`src/rtl/div_unit.sv`:
```
// div_unit: multi-cycle 32-bit integer divider for DIV/DIVU.
// It uses a restoring radix-2 algorithm, one quotient bit per cycle.
// result_o = {remainder, quotient}; ready_o qualifies it for one cycle.
// Optional macro DIV_ZERO_FAST_EN: a zero divisor skips the iteration
// sequence and goes straight to DONE with the divide-by-zero result.
module div_unit (
    input  logic        clk,
    input  logic        resetn,
    input  logic        start_i,
    input  logic        signed_i,
    input  logic [31:0] a_i,
    input  logic [31:0] b_i,
    input  logic        annul_i,
    output logic        stall_o,
    output logic        ready_o,
    output logic [63:0] result_o
);

    typedef enum logic [1:0] {
        IDLE = 2'd0,
        ON   = 2'd1,
        DONE = 2'd2
    } state_t;

    state_t      state_q, state_d;
    logic [5:0]  cnt_q, cnt_d;
    logic [31:0] a_q, a_d;
    logic [31:0] b_q, b_d;
    logic        sgn_q, sgn_d;
    logic [31:0] rem_q, rem_d;       // partial remainder
    logic [31:0] quo_q, quo_d;       // dividend magnitude shifting out, quotient shifting in
    logic [31:0] dvs_q, dvs_d;       // divisor magnitude
    logic [63:0] result_q, result_d;

    logic [32:0] rem_sh_s;
    logic [32:0] diff_s;
    logic [31:0] step_rem_s;
    logic [31:0] step_quo_s;
    logic        quo_neg_s;
    logic        rem_neg_s;
    logic [63:0] final_s;

    // Magnitude of an operand; only negative values in signed mode are negated.
    // The most negative value maps to 0x80000000, which is its correct unsigned magnitude.
    function automatic logic [31:0] mag_f(input logic [31:0] v, input logic sgn);
        logic [31:0] r;
        if (sgn && v[31]) begin
            r = 32'd0 - v;
        end else begin
            r = v;
        end
        return r;
    endfunction

    // One restoring shift/subtract step, plus the sign-corrected final result.
    always_comb begin
        rem_sh_s = {rem_q, quo_q[31]};
        diff_s   = rem_sh_s - {1'b0, dvs_q};
        if (!diff_s[32]) begin
            step_rem_s = diff_s[31:0];
            step_quo_s = {quo_q[30:0], 1'b1};
        end else begin
            step_rem_s = rem_sh_s[31:0];
            step_quo_s = {quo_q[30:0], 1'b0};
        end
        quo_neg_s = sgn_q & (a_q[31] ^ b_q[31]);
        rem_neg_s = sgn_q & a_q[31];
        if (b_q == 32'd0) begin
            // Divide-by-zero: all-ones quotient, dividend passed through as remainder.
            final_s = {a_q, 32'hFFFF_FFFF};
        end else begin
            final_s[63:32] = rem_neg_s ? (32'd0 - step_rem_s) : step_rem_s;
            final_s[31:0]  = quo_neg_s ? (32'd0 - step_quo_s) : step_quo_s;
        end
    end

    // Next-state and datapath update for the IDLE/ON/DONE sequence.
    always_comb begin
        state_d  = state_q;
        cnt_d    = cnt_q;
        a_d      = a_q;
        b_d      = b_q;
        sgn_d    = sgn_q;
        rem_d    = rem_q;
        quo_d    = quo_q;
        dvs_d    = dvs_q;
        result_d = result_q;
        case (state_q)
            IDLE: begin
                if (start_i && !annul_i) begin
                    a_d   = a_i;
                    b_d   = b_i;
                    sgn_d = signed_i;
                    cnt_d = 6'd0;
                    rem_d = 32'd0;
                    quo_d = mag_f(a_i, signed_i);
                    dvs_d = mag_f(b_i, signed_i);
`ifdef DIV_ZERO_FAST_EN
                    if (b_i == 32'd0) begin
                        state_d  = DONE;
                        result_d = {a_i, 32'hFFFF_FFFF};
                    end else begin
                        state_d = ON;
                    end
`else
                    state_d = ON;
`endif
                end else begin
                    state_d = IDLE;
                end
            end
            ON: begin
                if (annul_i) begin
                    state_d = IDLE;
                end else begin
                    rem_d = step_rem_s;
                    quo_d = step_quo_s;
                    cnt_d = cnt_q + 6'd1;
                    if (cnt_q == 6'd31) begin
                        state_d  = DONE;
                        result_d = final_s;
                    end else begin
                        state_d = ON;
                    end
                end
            end
            DONE: begin
                state_d = IDLE;
            end
            default: begin
                state_d = IDLE;
            end
        endcase
    end

    // State, operand and result registers with asynchronous clear.
    always_ff @(posedge clk or negedge resetn) begin
        if (!resetn) begin
            state_q  <= IDLE;
            cnt_q    <= 6'd0;
            a_q      <= 32'd0;
            b_q      <= 32'd0;
            sgn_q    <= 1'b0;
            rem_q    <= 32'd0;
            quo_q    <= 32'd0;
            dvs_q    <= 32'd0;
            result_q <= 64'd0;
        end else begin
            state_q  <= state_d;
            cnt_q    <= cnt_d;
            a_q      <= a_d;
            b_q      <= b_d;
            sgn_q    <= sgn_d;
            rem_q    <= rem_d;
            quo_q    <= quo_d;
            dvs_q    <= dvs_d;
            result_q <= result_d;
        end
    end

    // Handshake to the pipeline: ready in DONE unless flushed, stall while incomplete.
    always_comb begin
        ready_o  = (state_q == DONE) && !annul_i;
        stall_o  = start_i & ~ready_o & ~annul_i;
        result_o = result_q;
    end

endmodule

```
`config.mk`:
```
export PLATFORM = sky130hd
export DESIGN_NAME = div_unit
export DESIGN_NICKNAME = d
export VERILOG_FILES = /design/src/rtl/div_unit.sv
export SDC_FILE = /design/constraint.sdc
export NUM_CORES = 1
export LEC_CHECK = 0
export BUFFER_PORTS_ARGS = -buffer_cell sky130_fd_sc_hd__buf_2
export CAP_MARGIN = 20
export CORE_MARGIN = 5
export CORE_UTILIZATION = 50
export CTS_CLUSTER_DIAMETER = 30
export DETAILED_ROUTE_END_ITERATION = 10
export PLACE_DENSITY = 0.75
export SLEW_MARGIN = 20
export SYNTH_ARGS = -nofsm -noshare
export SYNTH_HDL_FRONTEND = slang
export SYNTH_SLANG_ARGS = --single-unit
```
`constraint.sdc`:
```
create_clock -name clk -period 13.1 [get_ports clk]
set_input_delay 1.31 -clock clk [delete_from_list [all_inputs] [get_ports clk]]
set_output_delay 1.31 -clock clk [all_outputs]
set_load 0.03 [all_outputs]
```
==> results.toml, run 1 <==
[status]
outcome = "completed"

[floorplanning]
die_h_um = 182
initial_core_util_pct = 50.3
die_area_um2 = 33200
ios = 135
core-area_um2 = 29500
die_w_um = 182
rows = 63

[clock_network]
cts_tree = "done"
path_clk_slew_ns = 0.05
cts_root_buf = "clkbuf_16"
cts_sinks = 232
cts_hold_buffers = 0
post_cts_buffers = 0
clkLatencyLatePin_ns = 0.55
htreeDepth = 2
cts_resized = 0
numCtsBuffers = 52
clk_path_buf_depth = 3

[sta]
min_period_over_period_pct = 42.9
fmax_mhz = 178
hold_viol = 0
min_period_ns = 5.62
worst_pin_slew_ns = 1.05
rsz0062_at_grt = "no"
skew_ns = 0.0238
setup_viol = 0
slew_violations = 0
finalSetupTns_ns = 0
relSlewSlack_pct = 29.7

[worst_setup_path]
reg2reg_from = "quo_q[31]"
crit_fanout = 29
critical_path_arrival_ns = 6.04
endpoint_kind = "register"
start_kind = "register"
reg2reg_depth = 20
crit_type = "register to register"
reg2reg_slack_ns = 7.48
worstPathRequired_ns = 13.52
r2r-end = "result_o[58]"

[yosys]
ys_seq_area_share_pct = 39.1
syn_nets = 1953
synth_ff_type = "dfrtp_1"
synth_edf_count = 0
ys_async_sr_fraction_pct = 100
synth.ff_latch_count = 232
syn_area_um2 = 14800
yosys_warnings = 0
yosysUniqueCellTypes = 79
synth.avg_cell_area_um2 = 8.03
synth_cells = 1846

[global_route]
grt_antenna_before_repair = 3
grt_overflow = 0
grt_pass1_wl_um = 72700
grt_usage_pct = 26.8
grt_pass1_vias = 13600
grt_max_degree = 111

[place]
place_hpwl_um = 33200
placed_cell_area_um2 = 15700
portBuffers = 134
gp_congestion = 0.949

[power_and_ir_drop]
p_per_area_nw_per_um2 = 229
vdd_ir_drop_max_v = 0.000125
static-leakage-power_nw = 8.06

[detailed_routing]
vias_per_cell = 5.99
drc = 0
drt_wl_total_um = 45700
drt_iter0_drc = 1390
drt-pass1-iter-count = 6
wl_per_cell_um = 19.3
vias = 14200
postRouteAntennaNets = 0

[hold_path]
min_to = "a_q[20]"
hold_class = "register to register"
hold_depth = 2
hold_start = "a_q[20]"

[finish]
final_area_um2 = 17600
final_common_cell = "nand2_1"
fin_nets = 2049
drive_gt1_share_pct = 13.9
antenna_cells = 0
final_cell_mix = "373 x nand2_1, 232 x dfrtp_1, 177 x o21ai_0"
syn_to_final_growth_pct = 18.4

[job]
max-cap-violations = 0
==> stage by stage <==
| stage | setup WS [ns] | util, % | power [mW] | instances | hold WS, ns |
|---|---|---|---|---|---|
| 3_5_place_dp | 7.64 | 53.3 | 2.63 | 2277 | 0.458 |
| 4_1_cts | 7.57 | 59.5 | 3.99 | 2370 | 0.474 |
| 3_3_place_gp | 7.80 | 53.3 | 2.60 | 2277 | 0.453 |
| 6_report | 7.48 | 59.6 | 4.02 | 2371 | 0.471 |
| 5_1_grt | 7.15 | 59.6 | 4.23 | 2371 | 0.484 |
| 2_1_floorplan | 8.42 | - | 2.18 | 1846 | 0.437 |
==> layer usage <==
metal	share of wire [%]	up-vias	track usage (%)	wire, um
met4	3.5	4	8.92	1600
met1	44	6765	37.7	20000
met3	7.6	121	4.60	3470
met2	45	639	42.1	20600
met5	0.057	-	0	26
li1	-	6662	-	-
==> critical path, cell delays in order, from the launching register on <==
cell,delay [ns]
dfrtp_1,0.39
inv_1,0.08
ha_1,0.17
inv_1,0.06
fa_1,0.43
a211oi_4,0.41
nor3_2,0.11
o21ai_1,0.28
a211oi_2,0.16
nor3_2,0.70
nor2_4,0.04
inv_2,0.50
mux2i_1,0.37
ha_1,0.29
o211ai_1,0.13
o41ai_2,0.34
buf_4,0.24
nand3_1,0.11
o41ai_2,0.36
mux2i_1,0.22
nand3_1,0.08
==> cells by family (layout without fill, tap and decap cells) <==
| group | Yosys count | after routing | synth area share [%] |
|---|---|---|---|
| and+or+nand+nor | 731 | 731 | 21.8 |
| AOI/OAI and AO/OA | 509 | 509 | 20.7 |
| DFF | 232 | 232 | 39.1 |
| buffers and inverters | 162 | 297 | 4.33 |
| xor gates and xnor gates | 126 | 126 | 7.44 |
| muxes | 48 | 48 | 3.26 |
| adders and majority gates | 38 | 38 | 3.26 |
==> layout make-up <==
| class | instances | area (um^2) |
|---|---|---|
| fill | 2621 | 11900 |
| multi-input combinational | 1452 | 8430 |
| inverter | 57 | 214 |
| clock inverter | 26 | 364 |
| clock buffer | 67 | 1460 |
| tap | 390 | 488 |
| timing repair buffer | 147 | 802 |
| sequential | 232 | 5810 |
==> power by group <==
group	internal [mW]	leakage, nW	switching [mW]
Sequential	0.838	3.02	0.133
Clock	0.920	0.873	0.420
Combinational	0.594	4.16	1.11
Total	2.35	8.06	1.66
==> worst max-delay path by stage <==
stage / depth (start not counted) / slack (ns) / end / start
finish: 20 / 7.48 / result_o[58] / quo_q[31]
global route: 20 / 7.15 / result_o[58] / quo_q[31]
CTS: 20 / 7.57 / result_o[58] / quo_q[31]
detailed placement: 20 / 7.64 / result_o[58] / quo_q[31]
global placement: 20 / 7.80 / result_o[58] / quo_q[31]
floorplan: 25 / 8.42 / result_o[58] / quo_q[31]
==> sequential cells by signal (all words and copies together), names as in the netlist <==
signal / cells
dvs_q: 31
result_o: 64
sgn_q: 1
cnt_q: 6
state_q: 2
quo_q: 32
b_q: 32
a_q: 32
rem_q: 32
==> cells in the mapped netlist (6+ instances only) <==
master / n / area [um^2]
a211oi_1: 14 / 105
a21o_1: 9 / 67.6
a21oi_1: 169 / 846
a31oi_1: 21 / 131
and2_1: 13 / 81.3
and3_1: 16 / 100
buf_2: 20 / 100
clkbuf_1: 77 / 289
dfrtp_1: 232 / 5810
ha_1: 37 / 463
inv_1: 56 / 210
mux2i_1: 45 / 450
nand2_1: 374 / 1400
nand2b_1: 9 / 56.3
nand3_1: 23 / 115
nand4_1: 13 / 81.3
nor2_1: 153 / 574
nor3_1: 44 / 220
nor4_1: 25 / 156
o211ai_1: 6 / 45.0
o21a_1: 10 / 75.1
o21ai_0: 178 / 891
o21ai_1: 12 / 60.1
o22ai_1: 6 / 37.5
o31ai_1: 17 / 128
or3_1: 25 / 156
or4_1: 6 / 45.0
xnor2_1: 74 / 648
xor2_1: 52 / 455
Note: power is estimated with default switching activity, not from simulation.
==> run 2: changes to the inputs <==
- PLACE_DENSITY: 0.75 -> 0.78
- clock period: 13.1 -> 5.06 ns (I/O delays scaled with it)
==> results.toml, run 2 (same netlist as run 1, synthesis figures left out) <==
[worst_setup_path]
crit_fanout = 7
worstPathRequired_ns = 5.51
endpoint_kind = "register"
critical_path_arrival_ns = 5.15
crit_type = "register to register"
start_kind = "register"

[global_route]
grt_overflow = 0
grt_pass1_wl_um = 75700
grt_pass1_vias = 14100
grt_usage_pct = 27.9
grt_antenna_before_repair = 1
grt_max_degree = 110

[sta]
fmax_mhz = 213
rsz0062_at_grt = "no"
min_period_over_period_pct = 92.7
hold_viol = 0
min_period_ns = 4.69
skew_ns = 0.0660
worst_pin_slew_ns = 1.16
slew_violations = 0
finalSetupTns_ns = 0
setup_viol = 0
worst_slack_ns = 0.368
relSlewSlack_pct = 21.6

[detailed_routing]
drt_wl_total_um = 47500
vias_per_cell = 6.04
drc = 0
drt_iter0_drc = 1621
vias = 14500
postRouteAntennaNets = 0
drt-pass1-iter-count = 6
wl_per_cell_um = 19.8

[finish]
final_area_um2 = 18000
stdcell_count = 2395
final_cell_mix = "373 x nand2_1, 232 x dfrtp_1, 178 x o21ai_0"
final_common_cell = "nand2_1"
antenna_cells = 0
syn_to_final_growth_pct = 21.3
utilization_pct = 61.0
largest_register_ffs = 64
fin_nets = 2065
drive_gt1_share_pct = 15.0

[floorplanning]
die_area_um2 = 33200
die_w_um = 182
initial_core_util_pct = 50.3
rows = 63
die_h_um = 182
core-area_um2 = 29500
ios = 135

[place]
pre_cts_ws_ns = 0.427
place_hpwl_um = 33700
portBuffers = 134
dpl.cell_count = 2288
placed_cell_area_um2 = 15800
gp_congestion = 0.982

[clock_network]
cts_root_buf = "clkbuf_16"
numCtsBuffers = 56
clk_path_buf_depth = 3
clkLatencyLatePin_ns = 0.59
path_clk_slew_ns = 0.05
htreeDepth = 2
post_cts_buffers = 0
cts_tree = "done"
cts_sinks = 232

[job]
max-cap-violations = 0

[power_and_ir_drop]
power.internal_mw = 6.58
seqPwrFrac_pct = 22.6
static-leakage-power_nw = 8.29
p_per_area_nw_per_um2 = 616
combPwrFrac_pct = 41.3
switchingPower_mw = 4.49
vdd_ir_drop_max_v = 0.000319
swShare_pct = 40.6
p_clk_share_pct = 36.1

[status]
outcome = "completed"

[hold_path]
hold_class = "input pin to register"
-- run 2: stage by stage --
stage	hold WS [ns]	power, mW
2_1_floorplan	0.210	5.63
6_report	0.157	11.1
3_3_place_gp	0.451	6.86
5_1_grt	0.152	11.6
3_5_place_dp	0.457	6.91
4_1_cts	0.138	11.0
-- run 2: power by group through the flow --
stage | clock network, mW | logic, mW | registers [mW]
floorplan | 0 | 3.23 | 2.40
global placement | 0 | 4.36 | 2.50
detailed placement | 0 | 4.39 | 2.52
CTS | 4.03 | 4.45 | 2.50
global route | 4.14 | 4.96 | 2.54
finish | 3.99 | 4.57 | 2.51
-- run 2: worst max-delay path, stage by stage, from the launching register on --
cell	delay, ns
dfrtp_1	0.39
inv_1	0.08
ha_1	0.15
inv_1	0.05
fa_1	0.43
a211oi_4	0.41
nor3_2	0.10
o21ai_1	0.26
a211oi_2	0.15
nor3_2	0.24
nor2_4	0.05
inv_2	0.14
mux2i_1	0.26
ha_1	0.26
o211ai_1	0.17
o41ai_4	0.49
buf_4	0.23
nor2_1	0.09
or3_1	0.36
mux2i_1	0.15
o31ai_1	0.09
-- run 2: worst paths after layout --
kind	start	end	slack, ns	cells past startpoint
setup / recovery	quo_q[31]	result_o[62]	0.37	20
hold / removal	b_i[23]	b_q[23]	0.16	3
setup reg to reg	quo_q[31]	result_o[62]	0.37	20
hold reg to reg	result_o[45]	result_o[45]	0.47	2
max in group asynchronous	resetn	quo_q[13]	3.32	3
min in group asynchronous	resetn	b_q[5]	0.47	2
-- run 2: area by class of cell --
class / count / area [um^2]
clock buffers: 68 / 1520
multi-input cells: 1452 / 8440
clock inverters: 37 / 618
repair buffers: 159 / 903
well taps: 390 / 488
inverters: 57 / 214
flip-flops and latches: 232 / 5810
fillers: 2533 / 11500
-- run 2: metal layers --
metal / part of all wire (%) / wire, um / GRT usage, %
met3: 9.2 / 4360 / 6.92
met4: 3.8 / 1800 / 9.79
met5: 0 / 0 / 0
met2: 45 / 21600 / 43.7
met1: 42 / 19800 / 38.0
-- run 2: timing repair --
action                                 4_1_cts  5_1_grt
endpoints found under the hold margin       55        0
resized for setup                            0        1
setup endpoints to repair                    0        1
hold buffers                                 1        0
